### config.mk
export PLATFORM = sky130hd
export DESIGN_NAME = mem_bus_arbiter
export DESIGN_NICKNAME = d
export VERILOG_FILES = /design/src/rtl/mem_bus_arbiter.sv
export SDC_FILE = /design/constraint.sdc
export NUM_CORES = 1
export LEC_CHECK = 0
export ABC_CLOCK_PERIOD_IN_PS = 2450
export CAP_MARGIN = 25
export CORE_AREA = 2 2 124 126
export CTS_CLUSTER_DIAMETER = 80
export DETAILED_ROUTE_END_ITERATION = 6
export DIE_AREA = 0 0 126 128
export GPL_TIMING_DRIVEN = 0
export SLEW_MARGIN = 20
export SYNTH_ARGS = -nofsm -noshare
export SYNTH_HDL_FRONTEND = slang
export SYNTH_SLANG_ARGS = --single-unit
### constraint.sdc
create_clock -name clk_i -period 2.45 [get_ports clk_i]
set_clock_uncertainty 0.05 [all_clocks]
set_input_delay 0.6125 -clock clk_i [delete_from_list [all_inputs] [get_ports clk_i]]
set_output_delay 0.6125 -clock clk_i [all_outputs]
set_load 0.02 [all_outputs]
### src/rtl/mem_bus_arbiter.sv
// Two-master round-robin arbiter for the memory Wishbone bus.
// Master 0 is the BIU memory port, master 1 a secondary fetch engine.
// A master keeps the bus for as long as it holds cyc (bus lock).
// A watchdog aborts a transfer when the slave never acknowledges it.
module mem_bus_arbiter #(
  parameter int TIMEOUT_CYCLES = 1024,
  parameter int DATA_W         = 32
) (
  input  logic                clk_i,
  input  logic                rst_i,
  input  logic                m0_cyc_i,
  input  logic                m0_stb_i,
  input  logic                m0_we_i,
  input  logic [31:0]         m0_adr_i,
  input  logic [DATA_W-1:0]   m0_dat_i,
  input  logic [DATA_W/8-1:0] m0_sel_i,
  output logic [DATA_W-1:0]   m0_dat_o,
  output logic                m0_ack_o,
  output logic                m0_err_o,
  input  logic                m1_cyc_i,
  input  logic                m1_stb_i,
  input  logic                m1_we_i,
  input  logic [31:0]         m1_adr_i,
  input  logic [DATA_W-1:0]   m1_dat_i,
  input  logic [DATA_W/8-1:0] m1_sel_i,
  output logic [DATA_W-1:0]   m1_dat_o,
  output logic                m1_ack_o,
  output logic                m1_err_o,
  output logic                s_cyc_o,
  output logic                s_stb_o,
  output logic                s_we_o,
  output logic [31:0]         s_adr_o,
  output logic [DATA_W-1:0]   s_dat_o,
  output logic [DATA_W/8-1:0] s_sel_o,
  input  logic [DATA_W-1:0]   s_dat_i,
  input  logic                s_ack_i,
  output logic [1:0]          gnt_o
);

  // A zero timeout disables the watchdog; keep the counter at least one bit wide.
  localparam bit WDOG_EN = TIMEOUT_CYCLES > 0;
  localparam int CNT_W   = WDOG_EN ? $clog2(TIMEOUT_CYCLES + 1) : 1;
  localparam int LAST_ST = WDOG_EN ? TIMEOUT_CYCLES - 1 : 0;
  localparam logic [CNT_W-1:0] CNT_LAST = CNT_W'(LAST_ST);

  typedef enum logic [1:0] {
    IDLE  = 2'd0,
    GNT0  = 2'd1,
    GNT1  = 2'd2,
    ABORT = 2'd3
  } state_t;

  state_t           state_q, state_d;
  logic             last_q, last_d;   // 1: master 1 held the bus most recently
  logic [CNT_W-1:0] cnt_q, cnt_d;     // consecutive stalled strobe cycles

  logic req0, req1, granted, sel1, own_cyc, own_stb, stall;

  assign req0    = m0_cyc_i & m0_stb_i;
  assign req1    = m1_cyc_i & m1_stb_i;
  assign granted = (state_q == GNT0) || (state_q == GNT1);
  assign sel1    = (state_q == GNT1);
  assign own_cyc = sel1 ? m1_cyc_i : m0_cyc_i;
  assign own_stb = sel1 ? m1_stb_i : m0_stb_i;
  assign stall   = granted & own_stb & ~s_ack_i;

  // Slave-side mux: the granted master drives the bus, everything is 0 otherwise.
  assign s_cyc_o = granted & own_cyc;
  assign s_stb_o = granted & own_stb;
  assign s_we_o  = granted & (sel1 ? m1_we_i : m0_we_i);
  assign s_adr_o = granted ? (sel1 ? m1_adr_i : m0_adr_i) : '0;
  assign s_dat_o = granted ? (sel1 ? m1_dat_i : m0_dat_i) : '0;
  assign s_sel_o = granted ? (sel1 ? m1_sel_i : m0_sel_i) : '0;

  // Ack goes only to the owner; err names the master whose transfer was aborted.
  assign m0_ack_o = (state_q == GNT0) & s_ack_i;
  assign m1_ack_o = (state_q == GNT1) & s_ack_i;
  assign m0_err_o = (state_q == ABORT) & ~last_q;
  assign m1_err_o = (state_q == ABORT) & last_q;
  assign gnt_o    = {state_q == GNT1, state_q == GNT0};

  // Read data is broadcast, but forced to 0 while reset is held.
  assign m0_dat_o = rst_i ? s_dat_i : '0;
  assign m1_dat_o = rst_i ? s_dat_i : '0;

  // Next-state logic: round-robin arbitration, lock release and watchdog.
  always_comb begin
    state_d = state_q;
    last_d  = last_q;
    cnt_d   = '0;
    case (state_q)
      IDLE: begin
        if (req0 && req1) state_d = last_q ? GNT0 : GNT1;
        else if (req0)    state_d = GNT0;
        else if (req1)    state_d = GNT1;
      end
      GNT0, GNT1: begin
        if (!own_cyc) begin
          state_d = IDLE;
          last_d  = sel1;
        end else if (stall && WDOG_EN) begin
          // The ack check lives in stall, so an ack on the threshold cycle wins.
          if (cnt_q == CNT_LAST) begin
            state_d = ABORT;
            last_d  = sel1;
          end else begin
            cnt_d = cnt_q + CNT_W'(1);
          end
        end
      end
      ABORT:   state_d = IDLE;
      default: state_d = IDLE;
    endcase
  end

  // State register; the arbiter state is all control, so all of it is reset.
  always_ff @(posedge clk_i or negedge rst_i) begin
    if (!rst_i) begin
      state_q <= IDLE;
      last_q  <= 1'b1;
      cnt_q   <= '0;
    end else begin
      state_q <= state_d;
      last_q  <= last_d;
      cnt_q   <= cnt_d;
    end
  end

endmodule

==> results.cfg, run 1 <==
[cells_and_area]
num-nets-final = 825
final_cells = 830
design_area_um2 = 5840
diodes = 0
layout-drive-gt1-share_pct = 25.1
area_delta_synth_final_pct = 147
final_core_util_pct = 39.3
fillers = 1591

[placed_design]
gp_congestion = 0.833
postPlaceCellArea_um2 = 5770
dpl.hpwl_um = 10700
dpl_worst_slack_ns = -1.28
place_inst = 817
portBuffers = 317

[worst_setup_path]
critPathMaxFanout = 5
crit_path_frequent_cell = buf_8
worst_path_max_delay_cell = dfrtp_2
critical_path.cell_chain = ha_4, buf_8, buf_8, buf_16, mux2i_1, nor2_2, buf_6
startpoint = state_q[1]
crit_path_start_kind = register
crit_required_ns = 1.79
crit_family = buffers and inverters
worstPathBufferInverterCount = 4
ff2ff_path_depth = 7
r2r_slack_ns = 0.61
r2r-end = cnt_q[2]
critPathMaxStageDelay_ns = 0.44
path_class = reg2out
crit_path_end = s_adr_o[12]
r2r_start = state_q[0]
cp.depth = 7
cp.arrival_ns = 1.76
end_kind = output port

[logic_synthesis]
syn_area_um2 = 2360
synth_edf_count = 0
yosysSeqAreaShare_pct = 14.9
ys_types = 40
yosys.area.top_type_share_pct = 29.6
synth_async_sr_flop_share_pct = 100
avgSynthCellArea_um2 = 7.58
yosys.area.top_type = mux2i_1
ys_ff_latch = 14
synth_ff_type = dfrtp_1
syn_inst = 312
syn-num-nets = 494
yosys-top-cells-area = mux2i_1 (30%), dfrtp_1 (14%), nor2_1 (13%)
yosys_warnings = 0

[floorplanning]
dieArea_um2 = 16100
chipHeight_um = 128
start_util_pct = 15.9
pin_count = 318
core_um2 = 14900
die_x_um = 126
rows = 45

[cts]
holdBufCountCts = 0
cts_buffers = 3
cts-root-buf = clkbuf_16
clkLatencyLatePin_ns = 0.24
htreeDepth = 1
clkSlewWorstSetupHoldPaths_ns = 0.05
cts_tree = built
cts.sinks = 14
clockBufferDepth = 2

[grt]
grt_overflow_total = 0
grt_usage_pct = 14.4
antenna_found_initial = 0
grt_pass1_wl_um = 18400
grt_max_degree = 20
grt_pass1_vias = 3428

[run]
cap_violations = 0

[sta]
fin_setup_tns_ns = 0
min_period_ns = 2.42
rsz0062_at_grt = true
fmax_ghz = 0.412
fin_crit_sh_pct = 99.0
fin_ws_ns = 0.0255
maxSlewHeadroom_pct = 74.6
tightest_slew_ns = 0.378
setup_violations = 0
fin_hold_ws_ns = 0.143
slew_viol_final = 0
hold_violations = 0

[routing]
via_per_inst = 4.06
firstDrtPassIters = 4
ant_nets = 0
wl_um = 12400
detail_route.iter0.violations = 64
wl_per_cell_um = 15.0
wl_met1_um = 4650
drc = 0
route.met2.wl_um = 6520
dr_wl_met3_um = 1120
vias = 3372
top_layer = met4

[power]
p_leak_nw = 2.81
ir_drop_uv = 545
powerDensity_nw_per_um2 = 1020
power_mw = 5.96

[status]
status = finished, final reports clean

[worst_hold_path]
hold_path_class = in2async
power by group:
group	internal, mW	switching (mW)	total [mW]	leakage (nW)
Combinational	2.36	2.96	5.32	2.58
Clock	0.247	0.0944	0.342	0.0442
Sequential	0.270	0.0378	0.308	0.186
synthesized netlist by cell type (4+ instances only):
cell	count
and2_1	36
nand2_1	10
dfrtp_1	13
ha_1	5
mux2i_1	70
and3_1	4
clkbuf_1	7
nor2_1	79
buf_4	34
xor2_1	7
buf_2	7
inv_1	4
worst min path at each step:
stage	start	endpoint	depth (start not counted)	slack (ns)
finish	rst_i	cnt_q[9]	1	0.14
global route	rst_i	cnt_q[10]	1	0.16
CTS	rst_i	cnt_q[1]	1	0.15
detailed placement	cnt_q[0]	cnt_q[0]	1	0.39
global placement	cnt_q[0]	cnt_q[0]	1	0.39
floorplan	rst_i	cnt_q[0]	0	0.27
placed cells by master (no fill, tap or decap), types with 4 or more instances in the layout:
cell type and instances:
clkdlybuf4s50_1 178, nor2_1 75, mux2i_1 66, dlygate4sd2_1 65
buf_2 54, buf_4 45, and2_1 36, dfrtp_1 11
nand2_1 9, buf_12 8, clkbuf_2 8, xor2_1 7
clkbuf_8 5, mux2i_2 4, and3_1 4, buf_6 4
nor2_2 4, clkbuf_16 4
per-layer routing:
layer | vias to the layer above | global-route usage, %
li1 | 1671 | -
met1 | 1497 | 16.2
met2 | 197 | 27.5
met3 | 7 | 3.51
met4 | 0 | 2.65
met5 | - | 0
flip-flops by register name, indices dropped and copies added (netlist names):
| register | cells |
|---|---|
| last_q | 1 |
| state_q | 2 |
| cnt_q | 11 |
kinds of logic after synthesis:
group	after synthesis	synth area share [%]
AO/OA/AOI/OAI	13	4.45
XOR/XNOR	8	2.96
adder cells (fa/ha/maj)	5	2.65
buffers and inverters	57	14.8
multiplexers	71	30.1
flip-flops	14	14.9
AND/OR/NAND/NOR	144	30.2
final cells by class:
cell class              instances  area, um2  area share (%)
well taps                     188        235            4.03
multi-input cells             241       1720            29.4
inverters                       6       30.0           0.514
flip-flops and latches         14        354            6.06
clock buffers                   4       88.8            1.52
plain buffers                  51        507            8.68
repair buffers                326       2910            49.8
what timing repair did:
item                       CTS  global route
pin swaps                    1             2
resized for setup          375            69
hold endpoints to repair     0             0
setup endpoints to repair  137            53
setup buffers                6             0
gates cloned                 2             1
(Power assumes the default switching activity.)
==> run 2: changes to the inputs <==
CTS_CLUSTER_DIAMETER = 100   (was 80)
PLACE_DENSITY_LB_ADDON = 0.1   (was unset)
==> results.cfg, run 2 (synthesized netlist as in run 1, its figures left out) <==
[grt]
grt_pass1_vias = 3342
grt_busiest_layer = met2
grt_max_degree = 20
grt_util_met1_pct = 13.7
grt_pass1_wl_um = 17700
grt_usage_pct = 13.8
use_met2_pct = 27.4
grt_overflow_total = 0
antenna_found_initial = 0
grtUsageMet3_pct = 5.84

[placed_design]
portBuffers = 317
gp_congestion = 0.802
place_inst = 817
postPlaceCellArea_um2 = 5770
dpl.hpwl_um = 10700
dpl_worst_slack_ns = -1.36

[sta]
min_period_ns = 2.38
hold_violations = 0
slew_viol_final = 0
setup_violations = 0
fin_crit_sh_pct = 97.1
tightest_slew_ns = 0.417
maxSlewHeadroom_pct = 72.0
fin_hold_ws_ns = 0.140
fin_setup_tns_ns = 0
rsz0062_at_grt = true
fin_ws_ns = 0.0711
fmax_ghz = 0.420

[routing]
via_per_inst = 4.02
vias = 3335
drc = 0
firstDrtPassIters = 4
detail_route.iter0.violations = 104
wl_per_cell_um = 14.7
wl_um = 12200
ant_nets = 0

[floorplanning]
pin_count = 318
dieArea_um2 = 16100
rows = 45
die_x_um = 126
start_util_pct = 15.9
chipHeight_um = 128
core_um2 = 14900

[worst_setup_path]
r2r_start = state_q[0]
cp.arrival_ns = 1.72
crit_family = buffers and inverters
critPathMaxFanout = 5
r2r-end = cnt_q[7]
critical_path.cell_chain = inv_2, ha_4, buf_12, buf_8, buf_12, mux2i_1, nor2_1, buf_4
crit_path_start_kind = register
end_kind = output port
critPathMaxStageDelay_ns = 0.40
worstPathBufferInverterCount = 5
crit_required_ns = 1.79
path_class = reg2out
crit_path_frequent_cell = buf_12
r2r_slack_ns = 0.57
ff2ff_path_depth = 7
worst_path_max_delay_cell = dfrtp_1

[power]
p_leak_nw = 2.81
powerDensity_nw_per_um2 = 993
ir_drop_uv = 796
power_mw = 5.73

[cells_and_area]
final_cells = 830
diodes = 0
area_delta_synth_final_pct = 144
layout-drive-gt1-share_pct = 24.3
regMostFlops = cnt_q
layout_commonest_cell = clkdlybuf4s50_1
final_core_util_pct = 38.8
largest_reg_flops = 11
top_regs = cnt_q (11), state_q (2), last_q (1)
design_area_um2 = 5770
layout.cells.most_common_list = clkdlybuf4s50_1 (178), nor2_1 (74), mux2i_1 (69), dlygate4sd2_1 (64), buf_4 (60)
num-nets-final = 825

[cts]
clkSlewWorstSetupHoldPaths_ns = 0.05
cts_tree = built
cts_buffers = 3
cts-root-buf = clkbuf_16
htreeDepth = 1
cts.sinks = 14
clockBufferDepth = 2
clkLatencyLatePin_ns = 0.25
holdBufCountCts = 0

[worst_hold_path]
hold_path_class = in2async

[run]
cap_violations = 0

[status]
status = finished, final reports clean
run 2: worst max path at each step:
stage               cells past startpoint  slack [ns]           end        from
floorplan                               6        0.30    s_adr_o[0]  state_q[0]
global placement                        5       -1.24  m1_dat_o[22]       rst_i
detailed placement                      5       -1.36  m1_dat_o[22]       rst_i
CTS                                     7       0.004   s_adr_o[17]  state_q[0]
global route                            8      -0.005   s_dat_o[13]  state_q[0]
finish                                  8        0.07   s_dat_o[15]  state_q[0]
run 2: timing repair:
action | in CTS | in global routing
pin swaps | 0 | 2
buffers inserted | 4 | 3
setup endpoints to repair | 137 | 54
hold endpoints to repair | 0 | 0
gates resized for setup | 393 | 63
cloned | 0 | 2
run 2: layout make-up:
class	count	area [um2]
plain buffers	51	457
clock buffers	4	88.8
fillers	1612	9090
inverters	6	25.0
multi-input cells	241	1720
flip-flops and latches	14	352
well taps	188	235
repair buffers	326	2900
run 2: report_power, final:
part / total, mW / leakage [nW] / switching [mW] / internal, mW
Clock: 0.347 / 0.0442 / 0.0996 / 0.248
Sequential: 0.298 / 0.189 / 0.0308 / 0.267
Combinational: 5.09 / 2.58 / 2.87 / 2.22
run 2: layer usage:
layer	share of wire (%)	routed length, um
met1	34	4140
met2	55	6690
met3	11	1330
met4	0.42	51
met5	0	0
